==> src/rtl/regfile_wb_scheduler_pkg.sv <==
// Shared constants and requester encoding for the register-file writeback scheduler.
package regfile_wb_scheduler_pkg;

    localparam int XLEN = 32;
    localparam int NREG = 32;
    localparam int AW   = 5;
    localparam int CW   = 16;

    typedef enum logic {
        REQ_ALU = 1'b0,
        REQ_LSU = 1'b1
    } req_id_e;

endpackage

==> src/rtl/regfile_wb_scheduler_rr_arbiter2.sv <==
// Two-way round-robin arbiter; on a conflict the requester that did not win last time is granted.
module rr_arbiter2
    import regfile_wb_scheduler_pkg::*;
(
    input  logic       clk,
    input  logic       rst,
    input  logic [1:0] req_i,
    output logic [1:0] gnt_o
);

    req_id_e last_q;
    req_id_e last_d;

    always_comb begin
        gnt_o  = 2'b00;
        last_d = last_q;
        if (req_i == 2'b11) begin
            if (last_q == REQ_LSU) begin
                gnt_o  = 2'b01;
                last_d = REQ_ALU;
            end else begin
                gnt_o  = 2'b10;
                last_d = REQ_LSU;
            end
        end else if (req_i[0]) begin
            gnt_o  = 2'b01;
            last_d = REQ_ALU;
        end else if (req_i[1]) begin
            gnt_o  = 2'b10;
            last_d = REQ_LSU;
        end
    end

    // Starting at LSU makes the ALU win the first conflict after reset.
    always_ff @(posedge clk or posedge rst) begin
        if (rst) begin
            last_q <= REQ_LSU;
        end else begin
            last_q <= last_d;
        end
    end

endmodule

==> src/rtl/regfile_wb_scheduler.sv <==
// Shares the register-file write port between ALU and LSU writebacks and tracks
// pending destination registers so decode can hold off RAW/WAW hazards.
module regfile_wb_scheduler
    import regfile_wb_scheduler_pkg::*;
#(
    parameter int XLEN = regfile_wb_scheduler_pkg::XLEN,
    parameter int NREG = regfile_wb_scheduler_pkg::NREG,
    parameter int AW   = regfile_wb_scheduler_pkg::AW,
    parameter int CW   = regfile_wb_scheduler_pkg::CW
) (
    input  logic            clk,
    input  logic            rst,
    input  logic            alu_valid,
    output logic            alu_ready,
    input  logic [AW-1:0]   alu_rd,
    input  logic [XLEN-1:0] alu_wd,
    input  logic            lsu_valid,
    output logic            lsu_ready,
    input  logic [AW-1:0]   lsu_rd,
    input  logic [XLEN-1:0] lsu_wd,
    output logic            rf_we,
    output logic [AW-1:0]   rf_rd,
    output logic [XLEN-1:0] rf_wd,
    input  logic            iss_valid,
    input  logic [AW-1:0]   iss_rs1,
    input  logic [AW-1:0]   iss_rs2,
    input  logic [AW-1:0]   iss_rd,
    output logic            iss_ready,
    output logic [NREG-1:0] pend,
    output logic [CW-1:0]   wb_count,
    output logic [CW-1:0]   conflict_count
);

    function automatic logic [CW-1:0] sat_inc(input logic [CW-1:0] v);
        return (&v) ? v : v + 1'b1;
    endfunction

    logic [1:0]      gnt;
    logic            accept;
    logic [AW-1:0]   sel_rd;
    logic [XLEN-1:0] sel_wd;

    logic            rf_we_q;
    logic [AW-1:0]   rf_rd_q;
    logic [XLEN-1:0] rf_wd_q;
    logic [NREG-1:0] pend_q;
    logic [NREG-1:0] pend_d;
    logic [CW-1:0]   wb_cnt_q;
    logic [CW-1:0]   cf_cnt_q;
    logic            hazard;
    logic            iss_fire;

    rr_arbiter2 u_arb (
        .clk   (clk),
        .rst   (rst),
        .req_i ({lsu_valid, alu_valid}),
        .gnt_o (gnt)
    );

    assign alu_ready = gnt[REQ_ALU];
    assign lsu_ready = gnt[REQ_LSU];
    assign accept    = |gnt;
    assign sel_rd    = gnt[REQ_LSU] ? lsu_rd : alu_rd;
    assign sel_wd    = gnt[REQ_LSU] ? lsu_wd : alu_wd;

    always_ff @(posedge clk or posedge rst) begin
        if (rst) begin
            rf_we_q <= 1'b0;
            rf_rd_q <= '0;
            rf_wd_q <= '0;
        end else if (accept) begin
            rf_we_q <= (sel_rd != '0);
            rf_rd_q <= sel_rd;
            rf_wd_q <= sel_wd;
        end else begin
            rf_we_q <= 1'b0;
        end
    end

    assign hazard = (pend_q[iss_rs1] && iss_rs1 != '0) ||
                    (pend_q[iss_rs2] && iss_rs2 != '0) ||
                    (pend_q[iss_rd]  && iss_rd  != '0);
    assign iss_ready = !hazard;
    assign iss_fire  = iss_valid && iss_ready;

    // Clear is applied first so a same-index set overrides it.
    always_comb begin
        pend_d = pend_q;
        if (rf_we_q) begin
            pend_d[rf_rd_q] = 1'b0;
        end
        if (iss_fire && iss_rd != '0) begin
            pend_d[iss_rd] = 1'b1;
        end
        pend_d[0] = 1'b0;
    end

    always_ff @(posedge clk or posedge rst) begin
        if (rst) begin
            pend_q   <= '0;
            wb_cnt_q <= '0;
            cf_cnt_q <= '0;
        end else begin
            pend_q <= pend_d;
            if (rf_we_q) begin
                wb_cnt_q <= sat_inc(wb_cnt_q);
            end
            if (alu_valid && lsu_valid) begin
                cf_cnt_q <= sat_inc(cf_cnt_q);
            end
        end
    end

    assign rf_we          = rf_we_q;
    assign rf_rd          = rf_rd_q;
    assign rf_wd          = rf_wd_q;
    assign pend           = pend_q;
    assign wb_count       = wb_cnt_q;
    assign conflict_count = cf_cnt_q;

endmodule

==> config.mk <==
export PLATFORM = sky130hd
export DESIGN_NAME = regfile_wb_scheduler
export DESIGN_NICKNAME = d
export VERILOG_FILES = /design/src/rtl/regfile_wb_scheduler_pkg.sv /design/src/rtl/regfile_wb_scheduler_rr_arbiter2.sv /design/src/rtl/regfile_wb_scheduler.sv
export SDC_FILE = /design/constraint.sdc
export NUM_CORES = 1
export LEC_CHECK = 0
export ABC_AREA = 1
export BUFFER_PORTS_ARGS = -buffer_cell sky130_fd_sc_hd__clkbuf_2
export CAP_MARGIN = 40
export CORE_MARGIN = 5
export CORE_UTILIZATION = 38
export CTS_BUF_LIST = sky130_fd_sc_hd__clkbuf_8
export CTS_CLUSTER_DIAMETER = 30
export CTS_CLUSTER_SIZE = 16
export DETAILED_ROUTE_END_ITERATION = 16
export GPL_ROUTABILITY_DRIVEN = 1
export GPL_TIMING_DRIVEN = 0
export PLACE_DENSITY_LB_ADDON = 0.2
export SLEW_MARGIN = 5
export SYNTH_ARGS = -nofsm -noshare
export SYNTH_HDL_FRONTEND = slang
export SYNTH_SLANG_ARGS = --single-unit
==> constraint.sdc <==
create_clock -name clk -period 3.2 [get_ports clk]
set_input_delay 0.16 -clock clk [delete_from_list [all_inputs] [get_ports clk]]
set_output_delay 0.16 -clock clk [all_outputs]
set_load 0.05 [all_outputs]
Yosys cells after proc, flatten, opt, wreduce, memory -nomap -nowiden
Cells that the tools add are included.
{ "word_totals": {"ff_bits": 102, "output_inout_bits": 105, "wordCells": 65} }
{ "classes": {"bitwise_logic": 5, "n_mux": 23, "addsub": 2, "order_cmp": 6, "n_reduce_logical": 21, "n_eq_ne": 1} }
{ "op_table": {"columns": ["op", "n"], "rows": [
  ["$mux 32", 3],
  ["$add 16x1->16 const B", 2],
  ["$and 32x32->32", 1],
  ["$not 32->32", 1],
  ["$or 32x32->32", 1],
  ["$reduce_and 16->1", 2],
  ["$lt 5x6->1 const B", 4],
  ["$reduce_bool 5->1", 4],
  ["$bmux 1 s5", 3],
  ["$demux 1 s5", 2],
  ["$ge 5x1->1 const B", 2],
  ["$mux 1", 10],
  ["$logic_and 1x1->1", 8],
  ["$mux 2", 4],
  ["$mux 5", 1],
  ["$reduce_and 2->1", 2],
  ["$reduce_bool 3->1", 1],
  ["$eq 2x2->1 const B", 1],
  ["$logic_or 1x1->1", 2],
  ["$not 1->1", 2],
  ["$reduce_or 2->1", 1],
  ["$logic_not 1->1", 1]
]} }

Longest topological paths before layout
{ "depth": {"ltp_word": 9, "mapped_depth": 16, "ltp_nobuf": 14} }

Hierarchy
Synthesis repeated with hierarchy kept, for this count alone.
{ "hier_totals": {"hier_cells": 836, "area_unflattened_um2": 5993.2} }
{ "modules_own_cells": {"columns": ["module", "n_inst", "area_per_inst_um2", "seq_area_each_um2", "cells_per_inst"], "rows": [
  ["regfile_wb_scheduler", 1, 5924.4, 2527.4, 824],
  ["rr_arbiter2", 1, 68.8, 26.3, 12]
]} }

Least setup slack after synthesis
OpenSTA, ideal clock, no wires.
{ "synth_path": {"kind": "reg2out", "start": "register pend_q[23], in the netlist pend[23]", "end": "output port iss_ready", "slack_ps": 735, "path_stages_with_launch": 10, "required_time_ps": 3040, "arrival_time_ps": 2305, "path_cell_list": "dfrtp_1 inv_1 nor2_1 a21oi_1 nand2_1 nand2_1 nand2_1 nor2_1 nand2_2 nor3_1"} }
{ "synth_between": {"elab_chain_len": 6, "elab_cells_between_ends": 12, "cone_classes": "6 x mux; 6 x reduce/logical"} }
{ "synth_lines": {"columns": ["item", "line_no", "source"], "rows": [
  ["from (decl)", "regfile_wb_scheduler.sv:46", "logic [NREG-1:0] pend_q;"],
  ["from (signal assigned)", "regfile_wb_scheduler.sv:104", "pend_q <= pend_d;"],
  ["$bmux 1 s5, on equally long branches", "regfile_wb_scheduler.sv:80, regfile_wb_scheduler.sv:81", null],
  ["$mux 1, on equally long branches", "regfile_wb_scheduler.sv:80, regfile_wb_scheduler.sv:81", null],
  ["$logic_and 1x1->1, on equally long branches", "regfile_wb_scheduler.sv:80, regfile_wb_scheduler.sv:81", null],
  ["$logic_or 1x1->1", "regfile_wb_scheduler.sv:80", "assign hazard = (pend_q[iss_rs1] && iss_rs1 != '0) ||"],
  ["$logic_or 1x1->1 (*)", "regfile_wb_scheduler.sv:81", "(pend_q[iss_rs2] && iss_rs2 != '0) ||"],
  ["$logic_not 1->1 (*)", "regfile_wb_scheduler.sv:83", "assign iss_ready = !hazard;"],
  ["to (decl)", "regfile_wb_scheduler.sv:28", "output logic iss_ready,"]
]} }
Mark *: on every way between the ends. The rest lies on a longest branch, timed or not. The select of a mux whose other input is x is not followed.

Worst setup path in the final report
{ "layout_path": {"start": "register pend_q[19], in the netlist pend[19]", "end": "output port iss_ready"} }
Same word-level chain as after synthesis.

==> results.cfg <==
[run_status]
status = finished clean

[synthesis]
synth_mux_area_frac = 0.00501
yosysWarnings = 0
synth_xor_area_frac = 0.0394
syn_area_um2 = 5990
ys_seq_area_frac = 0.426
synthAdderAreaFrac = 0.00417
synth_cell_types = 36
yosysTopAreaCell = dfrtp_1
yosys.area_share.simple = 0.346
synth-seq-cells = 102
synth_fp_nets = 923
synthTopCellsByArea = dfrtp_1 (42%), nand2_1 (15%), nor2_1 (7.9%)
synth_top_family_by_area = simple AND/OR/NAND/NOR gates
synth_compound_area_frac = 0.0904
syn_inst = 827
avgSynthCellArea_um2 = 7.25
yosysTopAreaCellShare = 0.422

[routing]
drc_errors = 0
viasPerCell = 4.87
post_drt_wl_per_cell_um = 15.8
firstDrtPassIters = 6
dr.first_iter.drc_count = 356
drt-total-wl_mm = 19.8
vias = 6114
ant_nets = 0

[floorplan]
die_x_um = 136
die_height_um = 136
core_area_um2 = 15700
start_util = 0.383
die-area_um2 = 18400
io_pins = 199
num_rows = 46

[setup_path]
critPathMaxFanout = 3
rr_endpoint = wb_count[15]$_DFFE_PP0P_
r2r-start = wb_count[0]$_DFFE_PP0P_
path_class = register to output pin
cp.arrival_ps = 2170
cp-endpoint = iss_ready
worstPathRequired_ps = 3040
startpoint_type = register
startpoint = pend[19]$_DFF_PP0_
ff2ff_setup_slack_ps = 1230
end_kind = output pin
reg2reg_depth = 11

[timing]
worstMarginPinSlew_ps = 644
period_share = 0.728
whs_ps = 44.4
maxSlewHeadroom = 0.571
rsz0062_at_grt = no
slew_violations = 0
period_minus_slack_ps = 2330
skew_ps = 11.5
fin_ws_ps = 871
hold_viol = 0
setup_viol = 0
max_freq_mhz = 429

[clocking]
ctsHtreeMaxLevel = 3
root_buffer = clkbuf_8
cts_repair_resize_count = 0
clkLatencyLatePin_ps = 390
max-clock-path-buffers = 2
cts.sinks = 102
clkTransAtPathRegs_ps = 100
cts_buffers = 9
cts_tree = yes

[finish]
num-fill-cells = 1634
multi_input_area_um2 = 2910
drive_gt1_frac = 0.237
stdcell_count = 1255
n_antenna_cell = 0
nets = 1130
fin_util = 0.479
synthToLayoutAreaGrowth_pct = 25.0
seqCellArea_um2 = 2550

[power_and_ir_drop]
peakVddDrop_mv = 0.305
p_leak_nw = 3.93
p_per_area_nw_per_um2 = 766

[placement]
port_buffers = 194
dp_slack_ps = 1240
place_hpwl_mm = 15.6
placedCellCount = 1238
gp_congestion = 0.934

[global_route]
grtUsageTotal = 0.220
grt_pass1_wl_mm = 31.9
antenna_found_initial = 0
grt_pass1_vias = 6147
grt_overflow_total = 0
grt_max_degree = 54

[run]
drv_cap = 0

[hold_path]
hp-class = primary input to register
-- what timing repair did --
action / CTS / global route
hold endpoints to repair: 49 / 0
hold buffers: 1 / 0
buffers inserted: 0 / 0
-- layout make-up --
cell class,count,share of cell area
multi-input combinational,613,0.388
sequential,102,0.341
timing repair buffer,196,0.135
inverter,79,0.0399
tap,216,0.0361
buffer,33,0.0311
clock buffer,9,0.0165
clock inverter,7,0.0127
-- cell usage in the layout (no fill, tap or decap), types with 2 or more instances in the layout --
cell,netlist,layout
xnor2_1,12,12
clkinv_2,0,2
nand2_2,3,3
nand3b_1,2,2
a21oi_1,4,4
nand3_1,61,61
nor2_1,126,126
inv_2,5,5
inv_1,73,72
bufinv_16,0,2
nand4_1,38,38
clkbuf_1,12,12
dfrtp_1,101,101
o31ai_1,32,32
xor2_1,15,15
mux2i_1,3,3
buf_4,5,5
clkbuf_2,0,194
buf_2,3,3
nor3_1,13,13
o211ai_1,4,4
buf_6,11,11
o21ai_0,45,45
inv_6,0,2
clkbuf_8,0,9
nand2_1,242,242
nor2_4,2,2
ha_1,2,2
-- Yosys cell counts, drive strengths merged --
library cell  instances
nand2               245
nor2                129
dfrtp               101
inv                  78
nand3                61
o21ai                46
nand4                38
o31ai                32
buf                  20
xor2                 15
nor3                 14
clkbuf               13
xnor2                12
a21oi                 4
o211ai                4
mux2i                 3
ha                    2
nand3b                2
a21boi                1
a31oi                 1
clkinv                1
conb                  1
dfstp                 1
nor4                  1
o21bai                1
or2                   1
-- cell families after synthesis --
family / after synthesis
AO/OA/AOI/OAI: 89
flip-flops: 102
other: 1
adder cells (fa/ha/maj): 2
XOR/XNOR: 27
AND/OR/NAND/NOR: 491
multiplexers: 3
buffers and inverters: 112
-- power breakdown --
part	internal (W)	switching, W	total [W]	leakage [nW]
registers	0.00162	0.000442	0.00206	1.26
clock network	0.000444	0.000480	0.000924	0.110
logic	0.000673	0.00208	0.00276	2.56
total	0.00274	0.00301	0.00574	3.93
-- routing by layer --
metal | routed length (µm) | part of all wire | global-route usage | up-vias
met1 | 8480 | 0.43 | 0.278 | 2773
li1 | - | - | - | 3091
met3 | 1470 | 0.074 | 0.0565 | 22
met2 | 9450 | 0.48 | 0.368 | 228
met4 | 388 | 0.020 | 0.0733 | 0
met5 | 0 | 0 | 0 | -
-- sequential cells by signal, indices dropped and copies added, names as in the netlist --
name	cells
conflict_count	16
rf_rd	5
pend	31
u_arb.last_q	1
wb_count	16
rf_we	1
rf_wd	32
-- worst max-delay path, cell delays in order, from the launching register on --
cell and delay, ps:
dfrtp_1 410, inv_1 140, nand2_1 70, nand3_1 80, nand2_1 60, nand2_1 50
nand2_1 40, inv_1 60, nand2_1 60, nand2_1 50, nand2_1 110, nor3_1 310
clkbuf_2 340
-- worst min-delay path by stage --
stage	start	endpoint	slack, ps	depth (start not counted)
CTS	alu_wd[25]	rf_wd[25]$_DFFE_PP0P_	20	3
floorplan	alu_rd[3]	rf_rd[3]$_DFFE_PP0P_	320	2
detailed placement	rst	conflict_count[8]$_DFFE_PP0P_	290	2
global placement	alu_wd[5]	rf_wd[5]$_DFFE_PP0P_	440	3
finish	alu_wd[23]	rf_wd[23]$_DFFE_PP0P_	40	3
global route	alu_wd[23]	rf_wd[23]$_DFFE_PP0P_	20	3
-- through the flow --
step           power [W]  TNS (ps)  area (µm²)
4_1_cts          0.00579         0        7490
6_report         0.00574         0        7490
3_3_place_gp     0.00483    -93230        7240
3_5_place_dp     0.00485         0        7270
5_1_grt          0.00611         0        7490
2_1_floorplan    0.00401         0        5990
(Power assumes the default switching activity.)
